$ cat src/rtl/fifo_wr_arbiter_if.sv
// Producer-side request bus and fifo_sync write port shared by the write arbiter.
// The slave modport is the arbiter's view; master is the producer/FIFO environment.
interface fifo_wr_arbiter_if #(
  parameter int NUM_REQ    = 4,
  parameter int DATA_WIDTH = 16
);
  localparam int IDW = (NUM_REQ > 1) ? $clog2(NUM_REQ) : 1;

  logic [NUM_REQ-1:0]            req_valid;
  logic [NUM_REQ-1:0]            req_last;
  logic [NUM_REQ*DATA_WIDTH-1:0] req_data;
  logic [NUM_REQ-1:0]            req_ready;
  logic [DATA_WIDTH-1:0]         fifo_wr_data;
  logic                          fifo_wr_en;
  logic                          fifo_full;
  logic                          grant_valid;
  logic [IDW-1:0]                grant_id;

  modport slave (
    input  req_valid, req_last, req_data, fifo_full,
    output req_ready, fifo_wr_data, fifo_wr_en, grant_valid, grant_id
  );

  modport master (
    output req_valid, req_last, req_data, fifo_full,
    input  req_ready, fifo_wr_data, fifo_wr_en, grant_valid, grant_id
  );
endinterface

$ cat src/rtl/fifo_wr_arbiter.sv
// Round-robin burst write arbiter: grants one producer up to MAX_BURST words
// into a shared fifo_sync write port, never writing while the FIFO is full.
module fifo_wr_arbiter #(
  parameter int NUM_REQ    = 4,
  parameter int DATA_WIDTH = 16,
  parameter int MAX_BURST  = 4
) (
  input  logic            clk,
  input  logic            reset,
  fifo_wr_arbiter_if.slave bus
);
  localparam int IDW = (NUM_REQ > 1) ? $clog2(NUM_REQ) : 1;
  localparam int CW  = $clog2(MAX_BURST + 1);

  typedef enum logic {IDLE = 1'b0, GRANT = 1'b1} state_t;

  state_t                state, state_n;
  logic [IDW-1:0]        grant_id, grant_id_n;
  logic [IDW-1:0]        last_grant, last_grant_n;
  logic [IDW-1:0]        pick;
  logic [CW-1:0]         burst_cnt, burst_cnt_n;
  logic                  any_valid, xfer, cap_hit;
  logic [NUM_REQ-1:0]    ready;
  logic [DATA_WIDTH-1:0] words [NUM_REQ];

  generate
    for (genvar i = 0; i < NUM_REQ; i++) begin : g_unpack
      assign words[i] = bus.req_data[i*DATA_WIDTH +: DATA_WIDTH];
    end
  endgenerate

  // Two descending scans so the lowest index wins in each region; requesters
  // above last_grant override the wrapped region, giving rotating priority.
  always_comb begin
    pick      = '0;
    any_valid = 1'b0;
    for (int c = NUM_REQ-1; c >= 0; c--) begin
      if (bus.req_valid[c] && (c <= int'(last_grant))) begin
        pick      = IDW'(c);
        any_valid = 1'b1;
      end
    end
    for (int c = NUM_REQ-1; c >= 0; c--) begin
      if (bus.req_valid[c] && (c > int'(last_grant))) begin
        pick      = IDW'(c);
        any_valid = 1'b1;
      end
    end
  end

  always_comb begin
    state_n      = state;
    grant_id_n   = grant_id;
    last_grant_n = last_grant;
    burst_cnt_n  = burst_cnt;
    ready        = '0;
    xfer         = 1'b0;
    cap_hit      = (burst_cnt == CW'(MAX_BURST - 1));
    case (state)
      IDLE: begin
        if (any_valid) begin
          grant_id_n  = pick;
          burst_cnt_n = '0;
          state_n     = GRANT;
        end
      end
      GRANT: begin
        ready[grant_id] = ~bus.fifo_full;
        xfer            = bus.req_valid[grant_id] & ~bus.fifo_full;
        if (xfer) burst_cnt_n = burst_cnt + CW'(1);
        // full blocks last/cap release, but a dropped valid still releases
        if ((xfer && (bus.req_last[grant_id] || cap_hit)) || !bus.req_valid[grant_id]) begin
          state_n      = IDLE;
          last_grant_n = grant_id;
        end
      end
      default: state_n = IDLE;
    endcase
    // the reset cycle must not hand-shake or write, even mid-burst
    if (reset) begin
      ready = '0;
      xfer  = 1'b0;
    end
  end

  always_ff @(posedge clk) begin
    if (reset) begin
      state      <= IDLE;
      grant_id   <= '0;
      last_grant <= IDW'(NUM_REQ - 1);
      burst_cnt  <= '0;
    end else begin
      state      <= state_n;
      grant_id   <= grant_id_n;
      last_grant <= last_grant_n;
      burst_cnt  <= burst_cnt_n;
    end
  end

  assign bus.req_ready    = ready;
  assign bus.fifo_wr_en   = xfer;
  assign bus.fifo_wr_data = words[grant_id];
  assign bus.grant_valid  = (state == GRANT);
  assign bus.grant_id     = grant_id;

  a_no_overflow: assert property (@(posedge clk) !(bus.fifo_wr_en && bus.fifo_full));
endmodule

$ cat src/flat_wrapper.sv
// flat-port wrapper written by rule: the top's interface ports become plain ports
module fifo_wr_arbiter_flat 
#(
  parameter int NUM_REQ    = 4,
  parameter int DATA_WIDTH = 16,
  parameter int MAX_BURST  = 4
)
  (clk, reset, bus_req_valid, bus_req_last, bus_req_data, bus_fifo_full, bus_req_ready, bus_fifo_wr_data, bus_fifo_wr_en, bus_grant_valid, bus_grant_id);
  fifo_wr_arbiter_if #(.NUM_REQ(NUM_REQ), .DATA_WIDTH(DATA_WIDTH)) bus_i ();
  input  logic clk;
  input  logic reset;
  input wire logic [$bits(bus_i.req_valid)-1:0] bus_req_valid;
  input wire logic [$bits(bus_i.req_last)-1:0] bus_req_last;
  input wire logic [$bits(bus_i.req_data)-1:0] bus_req_data;
  input wire logic [$bits(bus_i.fifo_full)-1:0] bus_fifo_full;
  output wire logic [$bits(bus_i.req_ready)-1:0] bus_req_ready;
  output wire logic [$bits(bus_i.fifo_wr_data)-1:0] bus_fifo_wr_data;
  output wire logic [$bits(bus_i.fifo_wr_en)-1:0] bus_fifo_wr_en;
  output wire logic [$bits(bus_i.grant_valid)-1:0] bus_grant_valid;
  output wire logic [$bits(bus_i.grant_id)-1:0] bus_grant_id;
  assign bus_i.req_valid = bus_req_valid;
  assign bus_i.req_last = bus_req_last;
  assign bus_i.req_data = bus_req_data;
  assign bus_i.fifo_full = bus_fifo_full;
  assign bus_req_ready = bus_i.req_ready;
  assign bus_fifo_wr_data = bus_i.fifo_wr_data;
  assign bus_fifo_wr_en = bus_i.fifo_wr_en;
  assign bus_grant_valid = bus_i.grant_valid;
  assign bus_grant_id = bus_i.grant_id;
  fifo_wr_arbiter #(.NUM_REQ(NUM_REQ), .DATA_WIDTH(DATA_WIDTH), .MAX_BURST(MAX_BURST)) u_core (.clk(clk), .reset(reset), .bus(bus_i));
endmodule
$ cat config.mk
export PLATFORM = sky130hd
export DESIGN_NAME = fifo_wr_arbiter_flat
export DESIGN_NICKNAME = d
export VERILOG_FILES = /design/src/rtl/fifo_wr_arbiter_if.sv /design/src/rtl/fifo_wr_arbiter.sv /design/src/flat_wrapper.sv
export SDC_FILE = /design/constraint.sdc
export NUM_CORES = 1
export LEC_CHECK = 0
export ABC_AREA = 0
export CAP_MARGIN = 0
export CORE_MARGIN = 2
export CORE_UTILIZATION = 30
export DETAILED_ROUTE_END_ITERATION = 16
export GPL_ROUTABILITY_DRIVEN = 0
export PLACE_DENSITY_LB_ADDON = 0.25
export SYNTH_ARGS = -nofsm -noshare
export SYNTH_HDL_FRONTEND = slang
export SYNTH_SLANG_ARGS = --single-unit
export TNS_END_PERCENT = 1
$ cat constraint.sdc
create_clock -name clk -period 2.9 [get_ports clk]
set_input_delay 0.58 -clock clk [delete_from_list [all_inputs] [get_ports clk]]
set_output_delay 0.58 -clock clk [all_outputs]
set_load 0.05 [all_outputs]
Yosys cells after proc, flatten, opt, wreduce, memory -nomap -nowiden
Index checks and enable logic that the tools add are counted.
{"block": "word_totals", "ff_bits": 8, "latchBits": 0, "ramBits": 0, "romBits": 0, "out_inout_bits": 24, "mem_count": 0}
{"block": "classes", "n_addsub": 1, "n_mul": 0, "div_mod_pow": 0, "n_lt_le_gt_ge": 9, "eq_ne": 3, "shifts": 0, "n_mux": 33, "bitwise_logic": 5, "reduce_logical": 14}
{"op": "$bmux 16 s2", "count": 1}
{"op": "$mux 16", "count": 2}
{"op": "$mux 1", "count": 14}
{"op": "$mux 2", "count": 7}
{"op": "$logic_and 1x1->1", "count": 8}
{"op": "$mux 4", "count": 2}
{"op": "$mux 3", "count": 2}
{"op": "$pmux 3 s2", "count": 1}
{"op": "$reduce_and 2->1", "count": 3}
{"op": "$and 4x4->4", "count": 1}
{"op": "$bmux 1 s2", "count": 2}
{"op": "$gt 2x2->1 const A", "count": 2}
{"op": "$le 2x2->1 const A", "count": 2}
{"op": "$add 3x1->3 const B", "count": 1}
{"op": "$eq 3x2->1 const B", "count": 1}
{"op": "$ge 3x3->1 const B", "count": 1}
{"op": "$lt 2x3->1 const B", "count": 1}
{"op": "$not 2->3", "count": 1}
{"op": "$demux 1 s2", "count": 1}
{"op": "$ge 2x1->1 const B", "count": 1}
{"op": "$gt 1x2->1 const A", "count": 1}
{"op": "$le 1x2->1 const A", "count": 1}
{"op": "$logic_or 1x1->1", "count": 2}
{"op": "$ne 2x1->1 const B", "count": 1}
{"op": "5 further kinds", "count": 6}

Depth between registers and ports, before layout
Gate-level depths: netlist of run 1.
{"block": "logic_depth", "ltp_word": 11, "mapped_depth": 6, "mapped_depth_nobuf": 6}

Least setup slack after synthesis of run 1
Ideal clock, no wire load.
{"block": "synth_path", "path_type": "flip-flop to output port", "from": "reg u_core.state (netlist: u_core.bus.grant_valid)", "to": "out bus_req_ready[0]", "arrival_ns": 2.387, "path_slack_ns": -0.067, "path_stages_with_launch": 4, "cell_sequence": "dfxtp_1 > inv_1 > nor3_1 > nor3b_1"}
{"block": "synth_via", "elab_chain_len": 2}
{"element": "from (decl)", "line_no": "fifo_wr_arbiter.sv:17", "text": "state_t state, state_n;"}
{"element": "from (signal assigned)", "line_no": "fifo_wr_arbiter.sv:93", "text": "state <= state_n;"}
{"element": "$mux 4", "line_no": "fifo_wr_arbiter.sv:59", "text": "case (state)"}
{"element": "$mux 4", "line_no": "fifo_wr_arbiter.sv:80", "text": "if (reset) begin"}
{"element": "to (decl)", "line_no": "flat_wrapper.sv:16", "text": "output wire logic [$bits(bus_i.req_ready)-1:0] bus_req_ready;"}
No other way between the ends.

Worst setup path after layout of run 1
{"block": "layout_path", "from": "in bus_req_valid[1]", "to": "out bus_fifo_wr_en"}
{"block": "layout_via", "elab_chain_len": 5}
{"element": "from (decl)", "line_no": "flat_wrapper.sv:12", "text": "input wire logic [$bits(bus_i.req_valid)-1:0] bus_req_valid;"}
{"element": "$bmux 1 s2", "line_no": "fifo_wr_arbiter.sv:69", "text": "xfer = bus.req_valid[grant_id] & ~bus.fifo_full;"}
{"element": "$mux 1 (implied by the code)", "line_no": "fifo_wr_arbiter.sv:69"}
{"element": "$and 1x1->1", "line_no": "fifo_wr_arbiter.sv:69"}
{"element": "$mux 1", "line_no": "fifo_wr_arbiter.sv:59"}
{"element": "$mux 1", "line_no": "fifo_wr_arbiter.sv:80"}
{"element": "to (decl)", "line_no": "flat_wrapper.sv:18", "text": "output wire logic [$bits(bus_i.fifo_wr_en)-1:0] bus_fifo_wr_en;"}
No other way between the ends. The select of a mux whose other input is x is not followed.

==> results of run 1 <==
## layer usage
layer  track usage, %  up-vias  part of all wire, %
met5                0        -                    0
met4            11.04        0                  3.4
met3            7.205       14                   13
met2            40.50       79                   52
met1            21.66      528                   31
li1                 -      533                    -
## synthesized netlist by cell type
cell	n	share of area, %
inv_1	6	2.5
nand2b_1	2	1.4
o21a_1	1	0.82
mux4_2	17	42
ha_1	2	2.7
a22oi_2	1	1.4
a31oi_1	1	0.68
mux2i_1	4	4.4
o221ai_1	1	0.95
buf_6	1	1.2
nor4_1	1	0.68
nor3b_1	1	0.82
dfxtp_1	8	17
a211o_1	1	0.95
a21oi_1	6	3.3
nor3_1	2	1.1
nand3_1	1	0.54
buf_2	3	1.6
clkbuf_1	3	1.2
nor2_1	8	3.3
and3_1	1	0.68
o21ai_0	1	0.54
o22ai_1	1	0.68
a2111oi_0	1	0.95
or2_2	2	1.4
o22a_1	1	0.95
nand2_1	1	0.41
and2_1	2	1.4
o211a_1	1	1.1
and3b_1	1	0.95
nand3b_1	3	2.5
## tightest hold or removal path, delay by kind of cell (launching register included)
| family | cells | cell delay (ns) |
|---|---|---|
| AND/OR/NAND/NOR | 1 | 0.08 |
| flip-flops | 1 | 0.31 |
| AO/OA/AOI/OAI | 1 | 0.06 |
## cell type report
type / count / area [um^2] / share of cell area, %
well taps: 33 / 41.29 / 2.079
clock buffers: 3 / 22.52 / 1.134
repair buffers: 101 / 1036 / 52.17
multi-input cells: 64 / 703.2 / 35.41
flip-flops and latches: 8 / 160.2 / 8.066
inverters: 6 / 22.52 / 1.134
## cells by family (layout without fill, tap and decap cells)
kind of cell	after synthesis	count (layout)	synth area share (%)
and+or+nand+nor	25	25	14.99
buffers and inverters	13	110	6.539
muxes	21	21	46.05
adders and majority gates	2	2	2.724
DFF	8	8	17.44
AOI/OAI and AO/OA	16	16	12.26
## report_power, final
part	total [mW]	internal (mW)	switching, mW
combinational	0.523	0.255	0.269
clock	0.0898	0.0477	0.0421
sequential	0.145	0.121	0.0244
total	0.759	0.423	0.335
## sequential cells by signal, indices dropped and copies added, names as in the netlist
name	count
u_core.bus.grant_valid	1
u_core.last_grant	2
u_core.bus.grant_id	2
u_core.burst_cnt	3
## path summary, 6_finish.rpt
check	start	cells past startpoint	endpoint
worst min-delay path	u_core.burst_cnt[2]$_SDFFE_PP0P_	2	u_core.burst_cnt[2]$_SDFFE_PP0P_
worst min register to register	u_core.burst_cnt[2]$_SDFFE_PP0P_	2	u_core.burst_cnt[2]$_SDFFE_PP0P_
worst max-delay path	bus_req_valid[1]	4	bus_fifo_wr_en
worst max register to register	u_core.bus.grant_id[1]$_SDFFE_PP0P_	4	u_core.last_grant[1]$_SDFFE_PP1P_
## metrics by stage
| step | instance area (um^2) | std cells | worst slack (ns) | hold WS, ns |
|---|---|---|---|---|
| 2_1_floorplan | 923.4 | 85 | 0.4012 | 0.4632 |
| 3_3_place_gp | 1963 | 212 | 0.3749 | 0.4703 |
| 3_5_place_dp | 1963 | 212 | 0.3378 | 0.4946 |
| 4_1_cts | 1986 | 215 | 0.3422 | 0.5046 |
| 5_1_grt | 1986 | 215 | 0.2099 | 0.5323 |
| 6_report | 1986 | 215 | 0.3224 | 0.5015 |
==> impl_metrics.json, run 1 <==
{
  "tightestPinTransition_ns": 0.7292,
  "boundaryPins": 99,
  "clk_pin_slew_worst_paths_ns": 0.06,
  "crit_family": "buffers and inverters",
  "crit_slowest_cell": "mux4_2",
  "final_antenna_net_count": 0,
  "fp.coreArea_um2": 2978,
  "max_stage_delay_ns": 0.55,
  "antenna_found_initial": 0,
  "finalHoldViolations": 0,
  "drc": 0,
  "overflow": 0,
  "path_max_fanout": 5,
  "synth_fp_nets": 162,
  "cts_resized": 0,
  "fin_skew_ns": 0.001915,
  "setup-violations-final": 0,
  "routedWlPerCell_um": 17.30,
  "hpwl_mm": 3.145,
  "antenna_cells": 0,
  "cap_viol_max_count": 0,
  "path_cells": "clkdlybuf4s50_1 -> mux4_2 -> and2_1 -> buf_12",
  "dr.pass1.iters": 4,
  "synth.distinct_cells": 31,
  "cp.arrival_ns": 2.00,
  "critical_path_buf_inv_count": 2,
  "drt_wl_total_mm": 3.720,
  "finish.utilization_pct": 66.68,
  "die-height_um": 59.33,
  "via_count": 1154,
  "seq_area_frac_synth_pct": 17.44,
  "postCtsSetupRepairBufs": 0,
  "portBuffers": 98,
  "worstHoldPathType": "flip-flop to flip-flop",
  "fmax_mhz": 388.0,
  "mappedNetlistArea_um2": 918.4,
  "mostFrequentLayoutCell": "clkdlybuf4s50_1",
  "power_mw": 0.7587,
  "power.density_nw_per_um2": 382.1,
  "fin_crit_sh_pct": 88.88,
  "peakVddDrop_mv": 0.2369,
  "dieArea_um2": 3520,
  "setup_tns_ns": 0,
  "crit_type": "input port to output port",
  "cts-hold-fix-buffers": 0,
  "cts_buffer_depth": 2,
  "grt_pass1_wl_mm": 5.754,
  "drtIter0Drc": 35,
  "synthCells": 85,
  "grtUsageTotal_pct": 22.00,
  "dieWidth_um": 59.33,
  "rrSetupSlack_ns": 1.09,
  "root_buffer": "clkbuf_4",
  "start_util_pct": 30.84,
  "syn_avg_cell_area_um2": 10.80,
  "yosysWarnings": 0,
  "endpoint_kind": "output port",
  "most-common-layout-cells": "clkdlybuf4s50_1 (76), buf_4 (18), mux4_2 (17)",
  "fill_cells": 249,
  "maxSlewViolCount": 0,
  "grt_pass1_vias": 1209,
  "rows": 20,
  "clock_latency_ns": 0.26,
  "slew_headroom_pct": 50.94,
  "area_growth_pct": 116.2,
  "grt_max_degree": 18,
  "cts_sinks": 8,
  "synth_seq_cells": 8,
  "drive_gt1_share_pct": 26.92,
  "fin_nets": 261,
  "cts_tree": "done",
  "rsz0062_at_grt": "no",
  "period_needed_ns": 2.578,
  "cp_data_required_time_ns": 2.32,
  "ctsHtreeMaxLevel": 1,
  "power.leakage_nw": 0.7653,
  "outcome": "completed",
  "viasPerCell": 5.367,
  "worst_setup_path_start_kind": "input port",
  "numCtsBuffers": 3
}
Note: power is estimated with default switching activity, not from simulation.
==> run 2: changes to the inputs <==
--- a/config.mk
+++ b/config.mk
@@ -12,6 +12,7 @@
 export DETAILED_ROUTE_END_ITERATION = 16
 export GPL_ROUTABILITY_DRIVEN = 0
 export PLACE_DENSITY_LB_ADDON = 0.25
+export REMOVE_ABC_BUFFERS = 1
 export SYNTH_ARGS = -nofsm -noshare
 export SYNTH_HDL_FRONTEND = slang
 export SYNTH_SLANG_ARGS = --single-unit
==> run 2 against run 1 <==
  * Final cell count increased by 0.93%
  * Maximum frequency decreased by 0.40%
  * Non-clock buffer count increased by 2
  * Sequential share of layout area increased by 0.061 points
  * Via count decreased by 0.52%
  * Critical endpoint is now bus_req_ready[0]
  * Highest routed layer unchanged
==> impl_metrics.json, run 2 (synthesis results as in run 1) <==
{
  "crit_end": "bus_req_ready[0]",
  "cts_resized": 0,
  "r2r-end": "u_core.last_grant[1]$_SDFFE_PP1P_",
  "drtIter0Drc": 40,
  "clk_pin_slew_worst_paths_ns": 0.05,
  "post-place-ws_ns": 0.3300,
  "design_area_um2": 1971,
  "rows": 20,
  "antenna_cells": 0,
  "largest_reg_flops": 3,
  "clock_latency_ns": 0.25,
  "die-height_um": 59.33,
  "boundaryPins": 99,
  "viasPerCell": 5.290,
  "drive_gt1_share_pct": 27.17,
  "rrSetupSlack_ns": 0.96,
  "stdcell_count": 217,
  "intPower_mw": 0.4158,
  "cp_data_required_time_ns": 2.32,
  "grtUsageTotal_pct": 20.22,
  "dieArea_um2": 3520,
  "r2r_cells": 4,
  "fin_crit_sh_pct": 89.24,
  "cp.arrival_ns": 2.01,
  "regMostFlops": "u_core.burst_cnt",
  "endpoint_kind": "output port",
  "place_area_um2": 1948,
  "cts_tree": "done",
  "overflow": 0,
  "numCtsBuffers": 3,
  "mostFrequentLayoutCell": "clkdlybuf4s50_1",
  "largestRegisters": "u_core.burst_cnt (3), u_core.bus.grant_id (2), u_core.last_grant (2)",
  "area_growth_pct": 114.6,
  "power_mw": 0.7397,
  "fmax_mhz": 386.4,
  "setup-violations-final": 0,
  "final_antenna_net_count": 0,
  "outcome": "completed",
  "maxSlewViolCount": 0,
  "fp.coreArea_um2": 2978,
  "dr.pass1.iters": 4,
  "rsz0062_at_grt": "no",
  "cts-hold-fix-buffers": 0,
  "routedWlPerCell_um": 16.48,
  "portBuffers": 98,
  "power.density_nw_per_um2": 375.4,
  "crit_type": "input port to output port",
  "power.leakage_nw": 0.7655,
  "grt_max_degree": 17,
  "fin_nets": 263,
  "cts_sinks": 8,
  "dpl.cell_count": 214,
  "period_needed_ns": 2.588,
  "tightestPinTransition_ns": 0.6113,
  "worst_setup_path_start_kind": "input port",
  "peakVddDrop_mv": 0.2636,
  "pwr-share-comb_pct": 69.7,
  "clkPwrFrac_pct": 11.4,
  "r2r-start": "u_core.bus.grant_id[1]$_SDFFE_PP0P_",
  "grt_pass1_vias": 1156,
  "cap_viol_max_count": 0,
  "ctsHtreeMaxLevel": 1,
  "finish.utilization_pct": 66.18,
  "via_count": 1148,
  "hpwl_mm": 3.081,
  "finalHoldViolations": 0,
  "critPathLaunch": "bus_fifo_full",
  "drc": 0,
  "worstHoldPathType": "flip-flop to flip-flop",
  "antenna_found_initial": 0,
  "path_max_fanout": 5,
  "setup_slack_ns": 0.3121,
  "grt_pass1_wl_mm": 5.395,
  "cts_buffer_depth": 2,
  "drt_wl_total_mm": 3.576,
  "dieWidth_um": 59.33,
  "postCtsSetupRepairBufs": 0,
  "most-common-layout-cells": "clkdlybuf4s50_1 (76), buf_4 (22), mux4_2 (17)",
  "p_sw_share_pct": 43.79,
  "power_frac_seq_pct": 19.0,
  "root_buffer": "clkbuf_4",
  "slew_headroom_pct": 59.19,
  "power.switching_mw": 0.3239,
  "start_util_pct": 30.84,
  "fin_skew_ns": 0.003552
}
[run 2: through the flow]
step / TNS (ns) / hold slack, ns
after global placement: 0 / 0.4727
final: 0 / 0.5063
after detailed placement: 0 / 0.5026
after CTS: 0 / 0.5100
after floorplan: -0.06702 / 0.4572
after global routing: 0 / 0.5319
[run 2: critical path, cell delays in order]
cell and delay, ns:
clkdlybuf4s50_1 0.43, nor3_1 0.41, nor3b_1 0.40, buf_12 0.19
[run 2: layout make-up]
class / instances / area, um^2
clock buffers: 3 / 22.52
fillers: 251 / 1007
inverters: 6 / 22.52
multi-input cells: 64 / 698.2
flip-flops and latches: 8 / 160.2
well taps: 33 / 41.29
repair buffers: 103 / 1026
[run 2: worst min path at each step]
stage	startpoint	endpoint	cells after the start
2_1_floorplan	u_core.burst_cnt[2]$_SDFFE_PP0P_	u_core.burst_cnt[2]$_SDFFE_PP0P_	2
3_3_place_gp	u_core.burst_cnt[2]$_SDFFE_PP0P_	u_core.burst_cnt[2]$_SDFFE_PP0P_	2
3_5_place_dp	u_core.burst_cnt[0]$_SDFFE_PP0P_	u_core.burst_cnt[0]$_SDFFE_PP0P_	2
4_1_cts	u_core.burst_cnt[0]$_SDFFE_PP0P_	u_core.burst_cnt[0]$_SDFFE_PP0P_	2
5_1_grt	u_core.burst_cnt[2]$_SDFFE_PP0P_	u_core.burst_cnt[2]$_SDFFE_PP0P_	2
6_report	u_core.burst_cnt[2]$_SDFFE_PP0P_	u_core.burst_cnt[2]$_SDFFE_PP0P_	2
[run 2: layer usage]
layer,up-vias,GRT usage (%),part of all wire (%)
li1,536,-,-
met1,556,22.72,38
met2,54,38.30,53
met3,2,4.148,8.2
met4,0,4.870,0.53
met5,-,0,0
[run 2: power by group through the flow]
stage	registers [mW]	clock network (mW)	logic, mW
2_1_floorplan	0.177	0	0.272
3_3_place_gp	0.142	0	0.512
3_5_place_dp	0.142	0	0.517
4_1_cts	0.140	0.0886	0.518
5_1_grt	0.143	0.0927	0.542
6_report	0.140	0.0841	0.515
